<file path="config.mk">
export PLATFORM = sky130hd
export DESIGN_NAME = video_window_calc
export DESIGN_NICKNAME = d
export VERILOG_FILES = /design/src/rtl/video_win_pkg.sv /design/src/rtl/video_win_div.sv /design/src/rtl/video_window_calc.sv
export SDC_FILE = /design/constraint.sdc
export NUM_CORES = 1
export LEC_CHECK = 0
export ABC_AREA = 1
export ABC_CLOCK_PERIOD_IN_PS = 8000
export CAP_MARGIN = 20
export CORE_MARGIN = 2
export CORE_UTILIZATION = 37
export CTS_CLUSTER_SIZE = 16
export DETAILED_ROUTE_END_ITERATION = 10
export SYNTH_ARGS = -nofsm -noshare
export SYNTH_HDL_FRONTEND = slang
export SYNTH_HIERARCHICAL = 1
export SYNTH_SLANG_ARGS = --single-unit
</file>
<file path="constraint.sdc">
create_clock -name CLK_VIDEO -period 8 [get_ports CLK_VIDEO]
set_input_delay 1.2 -clock CLK_VIDEO [delete_from_list [all_inputs] [get_ports CLK_VIDEO]]
set_output_delay 1.2 -clock CLK_VIDEO [all_outputs]
set_load 0.01 [all_outputs]
</file>
<file path="src/rtl/video_win_pkg.sv">
// Shared types and constants for the video output window calculator.
//   state_e     : sequencing states of the window FSM
//   req_t       : one snapshot of the raster size and AR request
//   DIV_CYCLES  : iteration count of the 24/12 restoring divider
//   LAT_*       : input-change to WIN_VALID latency for each request class
package video_win_pkg;

   typedef enum logic [2:0] {
      IDLE,
      LATCH,
      DIV_W,
      CMP,
      DIV_H,
      CENTER
   } state_e;

   typedef struct packed {
      logic [11:0] w;
      logic [11:0] h;
      logic [12:0] arx;
      logic [12:0] ary;
   } req_t;

   localparam int unsigned DIV_CYCLES = 24;

   localparam int unsigned LAT_DIRECT = 3;
   localparam int unsigned LAT_HFIT   = 29;
   localparam int unsigned LAT_WFIT   = 54;

   function automatic logic [11:0] min12(input logic [11:0] a, input logic [11:0] b);
      return (a < b) ? a : b;
   endfunction

endpackage

</file>
<file path="src/rtl/video_win_div.sv">
// 24/12 unsigned restoring divider, one quotient bit per cycle.
//   clk, rst : clock and synchronous active-high reset (clears all state)
//   start    : load num/den; may restart a divide that is still running
//   busy     : high while iterations remain
//   num, den : dividend (24 bit) and divisor (12 bit, never zero)
//   quot     : quotient, saturated to 4095; valid once busy has dropped
module video_win_div
   import video_win_pkg::*;
(
   input  logic        clk,
   input  logic        rst,
   input  logic        start,
   output logic        busy,
   input  logic [23:0] num,
   input  logic [11:0] den,
   output logic [11:0] quot
);

   logic [4:0]  cnt_q, cnt_d;
   logic [11:0] rem_q, rem_d;
   logic [11:0] den_q, den_d;
   logic [23:0] sh_q, sh_d;
   logic [12:0] trial;

   // sh_q shifts dividend bits out of the top while quotient bits enter at
   // the bottom; after DIV_CYCLES steps it holds the full 24-bit quotient.
   always_comb begin
      cnt_d = cnt_q;
      rem_d = rem_q;
      den_d = den_q;
      sh_d  = sh_q;
      trial = {rem_q, sh_q[23]};
      if (start) begin
         cnt_d = 5'(DIV_CYCLES);
         rem_d = '0;
         den_d = den;
         sh_d  = num;
      end else if (cnt_q != '0) begin
         cnt_d = cnt_q - 5'd1;
         if (trial >= {1'b0, den_q}) begin
            rem_d = 12'(trial - {1'b0, den_q});
            sh_d  = {sh_q[22:0], 1'b1};
         end else begin
            rem_d = trial[11:0];
            sh_d  = {sh_q[22:0], 1'b0};
         end
      end
   end

   always_ff @(posedge clk) begin
      if (rst) begin
         cnt_q <= '0;
         rem_q <= '0;
         den_q <= '0;
         sh_q  <= '0;
      end else begin
         cnt_q <= cnt_d;
         rem_q <= rem_d;
         den_q <= den_d;
         sh_q  <= sh_d;
      end
   end

   assign busy = (cnt_q != '0);
   assign quot = (|sh_q[23:12]) ? '1 : sh_q[11:0];

endmodule

</file>
<file path="src/rtl/video_window_calc.sv">
// Converts the crop/integer-scale AR request into a centred output window.
//   CLK_VIDEO, RESET        : video clock, synchronous active-high reset
//   HDMI_WIDTH/HDMI_HEIGHT  : active raster size W x H
//   ARX/ARY                 : bit 12 set on ARX = literal size, else aspect
//                             ratio; a zero low field on either = full raster
//   WIN_HMIN/HMAX/VMIN/VMAX : inclusive window bounds, updated together
//   WIN_VALID               : window matches the current inputs
module video_window_calc
   import video_win_pkg::*;
(
   input  logic        CLK_VIDEO,
   input  logic        RESET,
   input  logic [11:0] HDMI_WIDTH,
   input  logic [11:0] HDMI_HEIGHT,
   input  logic [12:0] ARX,
   input  logic [12:0] ARY,
   output logic [11:0] WIN_HMIN,
   output logic [11:0] WIN_HMAX,
   output logic [11:0] WIN_VMIN,
   output logic [11:0] WIN_VMAX,
   output logic        WIN_VALID
);

   state_e      state_q, state_d;
   req_t        in_q, in_d;
   req_t        lat_q, lat_d;
   logic        in_rst_q, in_rst_d;
   logic        pend_q, pend_d;
   logic [4:0]  cnt_q, cnt_d;
   logic [11:0] w_q, w_d;
   logic [11:0] h_q, h_d;
   logic        hdiv_q, hdiv_d;
   logic [11:0] hmin_q, hmin_d;
   logic [11:0] hmax_q, hmax_d;
   logic [11:0] vmin_q, vmin_d;
   logic [11:0] vmax_q, vmax_d;
   logic        valid_q, valid_d;

   logic        change;
   logic        div_start, div_busy, div_last;
   logic [11:0] mul_a, mul_b, div_den, div_quot;
   logic [23:0] product;
   logic [11:0] w_eff, h_eff, hmin_c, vmin_c;

   // One multiplier serves both divides: DIV_W needs H*ARX/ARY, DIV_H W*ARY/ARX.
   always_comb begin
      mul_a   = lat_q.h;
      mul_b   = lat_q.arx[11:0];
      div_den = lat_q.ary[11:0];
      if (state_q == DIV_H) begin
         mul_a   = lat_q.w;
         mul_b   = lat_q.ary[11:0];
         div_den = lat_q.arx[11:0];
      end
      product = {12'd0, mul_a} * {12'd0, mul_b};
   end

   assign change    = (in_q != lat_q) || pend_q;
   assign div_start = ((state_q == DIV_W) || (state_q == DIV_H)) && (cnt_q == '0);
   // cnt_q == DIV_CYCLES is the cycle of the divider's final iteration
   assign div_last  = (cnt_q == 5'(DIV_CYCLES)) && div_busy;

   video_win_div u_div (
      .clk   (CLK_VIDEO),
      .rst   (RESET),
      .start (div_start),
      .busy  (div_busy),
      .num   (product),
      .den   (div_den),
      .quot  (div_quot)
   );

   // Centring datapath. On the width-fit path the height comes straight
   // from the divider, whose quotient settles on entry to CENTER.
   always_comb begin
      h_eff  = hdiv_q ? min12(div_quot, lat_q.h) : h_q;
      if (h_eff == '0) h_eff = 12'd1;
      w_eff  = (w_q == '0) ? 12'd1 : w_q;
      hmin_c = (lat_q.w - w_eff) >> 1;
      vmin_c = (lat_q.h - h_eff) >> 1;
   end

   always_comb begin
      in_d     = '{w: HDMI_WIDTH, h: HDMI_HEIGHT, arx: ARX, ary: ARY};
      state_d  = state_q;
      lat_d    = lat_q;
      in_rst_d = 1'b0;
      pend_d   = pend_q;
      cnt_d    = cnt_q;
      w_d      = w_q;
      h_d      = h_q;
      hdiv_d   = hdiv_q;
      hmin_d   = hmin_q;
      hmax_d   = hmax_q;
      vmin_d   = vmin_q;
      vmax_d   = vmax_q;
      valid_d  = valid_q;

      if ((state_q != IDLE) && (state_q != LATCH) && change) begin
         state_d = LATCH;
         valid_d = 1'b0;
      end else begin
         case (state_q)
            IDLE: begin
               if (change) begin
                  state_d = LATCH;
                  valid_d = 1'b0;
               end
            end
            LATCH: begin
               lat_d   = in_q;
               pend_d  = 1'b0;
               cnt_d   = '0;
               hdiv_d  = 1'b0;
               state_d = CENTER;
               if ((in_q.arx[11:0] == '0) || (in_q.ary[11:0] == '0)) begin
                  w_d = in_q.w;
                  h_d = in_q.h;
               end else if (in_q.arx[12]) begin
                  w_d = min12(in_q.arx[11:0], in_q.w);
                  h_d = min12(in_q.ary[11:0], in_q.h);
               end else if ((in_q.w != '0) && (in_q.h != '0)) begin
                  state_d = DIV_W;
               end
            end
            DIV_W: begin
               cnt_d = cnt_q + 5'd1;
               if (div_last) begin
                  cnt_d   = '0;
                  state_d = CMP;
               end
            end
            CMP: begin
               if (div_quot <= lat_q.w) begin
                  w_d     = div_quot;
                  h_d     = lat_q.h;
                  state_d = CENTER;
               end else begin
                  w_d     = lat_q.w;
                  hdiv_d  = 1'b1;
                  cnt_d   = '0;
                  state_d = DIV_H;
               end
            end
            DIV_H: begin
               cnt_d = cnt_q + 5'd1;
               if (div_last) begin
                  cnt_d   = '0;
                  state_d = CENTER;
               end
            end
            CENTER: begin
               if ((lat_q.w == '0) || (lat_q.h == '0)) begin
                  hmin_d = '0;
                  hmax_d = '0;
                  vmin_d = '0;
                  vmax_d = '0;
               end else begin
                  hmin_d = hmin_c;
                  hmax_d = hmin_c + w_eff - 12'd1;
                  vmin_d = vmin_c;
                  vmax_d = vmin_c + h_eff - 12'd1;
               end
               valid_d = 1'b1;
               state_d = IDLE;
            end
            default: state_d = IDLE;
         endcase
      end

      // Release of RESET is treated as an input change one cycle later,
      // so the first computation has the same latency as any other.
      if (in_rst_q) pend_d = 1'b1;
   end

   always_ff @(posedge CLK_VIDEO) begin
      if (RESET) begin
         state_q  <= IDLE;
         in_q     <= '0;
         lat_q    <= '0;
         in_rst_q <= 1'b1;
         pend_q   <= 1'b0;
         cnt_q    <= '0;
         w_q      <= '0;
         h_q      <= '0;
         hdiv_q   <= 1'b0;
         hmin_q   <= '0;
         hmax_q   <= '0;
         vmin_q   <= '0;
         vmax_q   <= '0;
         valid_q  <= 1'b0;
      end else begin
         state_q  <= state_d;
         in_q     <= in_d;
         lat_q    <= lat_d;
         in_rst_q <= in_rst_d;
         pend_q   <= pend_d;
         cnt_q    <= cnt_d;
         w_q      <= w_d;
         h_q      <= h_d;
         hdiv_q   <= hdiv_d;
         hmin_q   <= hmin_d;
         hmax_q   <= hmax_d;
         vmin_q   <= vmin_d;
         vmax_q   <= vmax_d;
         valid_q  <= valid_d;
      end
   end

   assign WIN_HMIN  = hmin_q;
   assign WIN_HMAX  = hmax_q;
   assign WIN_VMIN  = vmin_q;
   assign WIN_VMAX  = vmax_q;
   assign WIN_VALID = valid_q;

endmodule

</file>
After elaboration in Yosys (flattened, before gate mapping)
Index checks and enable logic that the tools add are counted.
{ "op_classes": {"n_reduce_logical": 40, "n_mul": 1, "n_div": 0, "n_bitwise": 1, "n_eq_ne": 18, "addsub": 9, "n_mux": 48, "n_lt_le_gt_ge": 5, "shift": 0} }
{ "ops": {"columns": ["cell", "count"], "rows": [
  ["$mux W12", 19],
  ["$logic_not A12 Y1", 6],
  ["$ne A50 B50 Y1", 1],
  ["$mux W24", 2],
  ["$pmux W12 S2", 2],
  ["$lt A12 B12 Y1", 3],
  ["$sub A12 B12 Y12", 3],
  ["$add A11 B12 Y12", 2],
  ["$mul A12 B12 Y24", 1],
  ["$reduce_bool A12 Y1", 2],
  ["$sub A12 B1 Y12 const B", 2],
  ["$mux W11", 2],
  ["$mux W5", 4],
  ["$mux W3", 6],
  ["$pmux W3 S5", 1],
  ["$pmux W5 S3", 1],
  ["$reduce_and A3 Y1", 5],
  ["$ge A13 B12 Y1", 1],
  ["$le A12 B12 Y1", 1],
  ["$ne A2 B2 Y1 const B", 6],
  ["$reduce_or A12 Y1", 1],
  ["$mux W1", 9],
  ["$reduce_and A2 Y1", 4],
  ["$reduce_bool A2 Y1", 4],
  ["19 further kinds", 34]
]} }
{ "word_totals": {"ramBits": 0, "latch_bits": 0, "ff_bits": 237, "elab_cells": 148, "in_bits": 52, "mem_count": 0, "out_inout_bits": 49, "mem_bits_ro": 0} }

Depth between registers and ports, before layout
{ "depth": {"depth_word": 11, "mapped_depth": 43, "ltp_nobuf": 42} }

Modules after synthesis
The synthesis kept the hierarchy.
{ "modules_own_cells": {"columns": ["mod", "instances", "area_each_um2", "cells_each"], "rows": [
  ["video_window_calc", 1, 16163.0, 2264],
  ["video_win_div", 1, 2992.9, 438]
]} }

Least setup slack after synthesis
OpenSTA, ideal clock, no wires.
{ "synth_timing": {"kind": "register -> register", "startpoint": "reg state_q[2]", "endpoint": "reg u_div.sh_q[23]", "arrival_time_ns": 6.234, "path_stages_with_launch": 31, "path_slack_ns": 1.692, "required_ns": 7.926, "path_cell_list": "dfxtp_1 inv_1 nor2_1 inv_1 clkbuf_1 o21ai_0 clkbuf_1 nand2_1 fa_1 inv_1 fa_1 inv_1 fa_1 inv_1 fa_1 inv_1 fa_1 inv_1 ha_1 a21oi_1 o21ai_0 a21oi_1 o21ai_1 a21boi_0 o21ai_1 a21oi_1 nor2_1 nor2_1 xor2_1 nand2_1 a31oi_1"} }
{ "synth_via": {"elab_chain_cells": 4, "elab_cells_between_ends": 9, "classes_between": "mul (1); eq/ne (2); mux (3); reduce/logical (3)"} }
{ "synth_rtl": {"columns": ["element", "line", "text"], "rows": [
  ["from (decl)", "video_window_calc.sv:24", "state_e state_q, state_d;"],
  ["from (signal assigned)", "video_window_calc.sv:193", "state_q <= state_d;"],
  ["$eq A3 B3 Y1 *", "video_window_calc.sv:50", "if (state_q == DIV_H) begin"],
  ["$mux W12", "video_window_calc.sv:50", null],
  ["$mul A12 B12 Y24 *", "video_window_calc.sv:55", "product = {12'd0, mul_a} * {12'd0, mul_b};"],
  ["named net product[23]", "video_window_calc.sv:42", "logic [23:0] product;"],
  ["$mux W24 *", "video_win_div.sv:33", "if (start) begin"],
  ["to (signal assigned)", "video_win_div.sv:55", "sh_q <= '0;"],
  ["to (signal assigned)", "video_win_div.sv:60", "sh_q <= sh_d;"],
  ["to (decl)", "video_win_div.sv:22", "logic [23:0] sh_q, sh_d;"]
]} }
The timed path passes the listed nets; every way through them passes the cells marked *.
A chain may end at the register's enable or synchronous reset.

Worst setup path after layout
Same ends and word-level chain as after synthesis.

==> impl_metrics.toml <==
[synth]
async_flop_share_pct = 0
synth_cell_type_count = 65
yosys-top-cells-count = "564 x nand2_1, 476 x inv_1, 247 x nor2_1, 235 x dfxtp_1, 206 x a21oi_1"
yosysTopAreaCell = "dfxtp_1"
ys_ff_latch = 235
synth_area_leaders = "dfxtp_1 25%, ha_1 12%, nand2_1 11%, fa_1 11%, inv_1 9.3%"
synthesis.area_per_instance_um2 = 7.09
synth-edff-count = 0
synth_top_area_share_pct = 24.6
synth.most_common_cell = "nand2_1"
synthFlopType = "dfxtp_1"
seq_area_frac_synth_pct = 24.6
ys_warn_count = 6
synth_cells = 2702
netlist_area_um2 = 19200

[finish]
final_nets = 3100
drive_above_1_share_pct = 6.04
syn_to_final_growth_pct = 13.7
fill_cells = 5325
diodes = 0

[sta]
setup_violations = 0
min_period_ps = 7430
max_slew_margin_pct = 25.4
rsz0062_at_grt = "false"
worst_slew_pin_slew_ps = 1110
maxSlewViolCount = 0
min_period_over_period_pct = 92.9
timing.hold.ws_ps = 442
hold_viol = 0
fin_skew_ps = 28.6
fmax_mhz = 135
tns_ps = 0

[cts]
insertion_delay_ps = 600
cts.sinks = 235
cts_tree = "yes"
cts_made_buffers = 30
root_buffer = "clkbuf_16"
clockBufferDepth = 3
post_cts_buffers = 0
htreeDepth = 1
clk_pin_slew_ps = 60

[grt]
use_met1_pct = 30.0
grt_overflow = 0
grt.met2_usage_pct = 35.2
grt_pass1_vias = 17300
antenna_found_initial = 0
use_met3_pct = 2.36
busiest_layer = "met2"
grt_max_degree = 81
grt_usage_pct = 21.6
grt_pass1_wl_mm = 92.5

[placement]
hpwl_mm = 44.9
numPortBuffers = 98
gp_congestion = 0.926

[worst_hold_path]
hold_class = "reg2reg"
hold_path_depth = 2
min_to = "pend_q"
hold_start = "in_rst_q"

[setup_path]
cp_max_fo = 49
reg2reg_from = "state_q[2]"
critical-path-max-stage-delay_ps = 840
worst_path_max_delay_cell = "o21ai_0"
required_ps = 8520
cpMostUsedCell = "inv_1"
start_kind = "register"
end_kind = "register"
worstPathArrival_ps = 7950
reg2reg_to = "u_div/sh_q[23]"
reg2reg_setup_slack_ps = 570
critPathKind = "reg2reg"
rr_worst_depth = 30

[floorplanning]
start_util_pct = 37.4
ios = 101
die_x_um = 232
dieArea_um2 = 53600
num_rows = 83
fp.dieH_um = 232
core_um2 = 51200

[routing]
ant_nets = 0
wl_per_cell_um = 16.7
first_iter_violations = 1257
drcViolationCount = 0
dr_total_vias = 17500
drt_wl_total_mm = 57.7
drt_pass1_iterations = 5
viasPerCell = 5.04

[status]
status = "complete, no violations"

[flow_run]
maxCapViolations = 0
[logic make-up (layout without fill, tap and decap cells)]
group / after synthesis / in the layout / share of synthesized area, %
adders and majority gates: 289 / 289 / 23.0
and+or+nand+nor: 1040 / 1040 / 23.2
AOI/OAI and AO/OA: 474 / 474 / 14.0
xor gates and xnor gates: 71 / 71 / 3.25
DFF: 235 / 235 / 24.6
buffers and inverters: 592 / 671 / 12.0
other: 1 / 2 / 0.0196
[worst max-delay path: cells and delay by family, from the launching register on]
family                     cells  cell delay [ps]
buffers and inverters          9              980
DFF                            1              500
xor gates and xnor gates       1              160
AOI/OAI and AO/OA              9             2280
adders and majority gates      6             2870
and+or+nand+nor                5              520
[how the worst max path moves through the flow]
stage	startpoint	to	slack [ps]	depth (start not counted)
final	state_q[2]	u_div/sh_q[23]	570	30
after detailed placement	state_q[2]	u_div/sh_q[23]	600	28
after global routing	state_q[2]	u_div/sh_q[23]	10	30
after CTS	state_q[2]	u_div/sh_q[23]	580	28
after global placement	state_q[2]	u_div/sh_q[20]	720	32
after floorplan	state_q[2]	u_div/sh_q[23]	1690	30
[cell type report]
cell class | count | area, um2 | area share, %
sequential | 235 | 4700 | 21.6
multi-input combinational | 1876 | 12200 | 56.0
clock inverter | 17 | 189 | 0.867
clock buffer | 38 | 841 | 3.86
tap | 680 | 851 | 3.91
inverter | 497 | 1870 | 8.56
timing repair buffer | 119 | 1140 | 5.21
[sequential cells by signal, indices dropped and copies added, names as in the netlist, 11 cells and up]
name         count
u_div/den_q     12
lat_q           50
WIN_HMIN        11
WIN_VMAX        12
in_q            50
h_q             12
w_q             12
u_div/rem_q     12
WIN_HMAX        12
u_div/sh_q      24
WIN_VMIN        11
[layout by cell type (no fill, tap or decap), drive strengths merged, types with 22 or more instances in the layout]
master / n
nand2: 591
inv: 495
nor2: 252
dfxtp: 235
a21oi: 210
ha: 184
o21ai: 159
fa: 105
clkdlybuf4s50: 97
nand3: 86
xor2: 47
clkbuf: 38
nor3: 36
a31oi: 30
a211oi: 28
xnor2: 24
nand4: 24
buf: 22
[routing by layer]
metal  wire length, um  part of all wire, %  vias to the layer above
li1                  -                    -                     8700
met1             26900                   47                     8183
met2             26200                   45                      478
met3              2800                  4.9                      103
met4              1740                  3.0                        0
met5                 0                    0                        -
[per-stage QoR]
| step | worst slack, ps | cell area [um2] | utilization, % | cells |
|---|---|---|---|---|
| after floorplan | 1690 | 19200 | - | 2703 |
| after global placement | 720 | 20700 | 40.5 | 3407 |
| after detailed placement | 598 | 20700 | 40.5 | 3407 |
| after CTS | 580 | 21800 | 42.5 | 3462 |
| after global routing | 13.5 | 21800 | 42.6 | 3462 |
| final | 569 | 21800 | 42.6 | 3462 |
[repair_timing]
action,CTS,global route
hold buffers,0,0
endpoints found under the setup margin,0,1
resized for setup,0,3
Power is not shown: default switching activity piles up to over one toggle a cycle in this logic, so the estimate is an artifact.
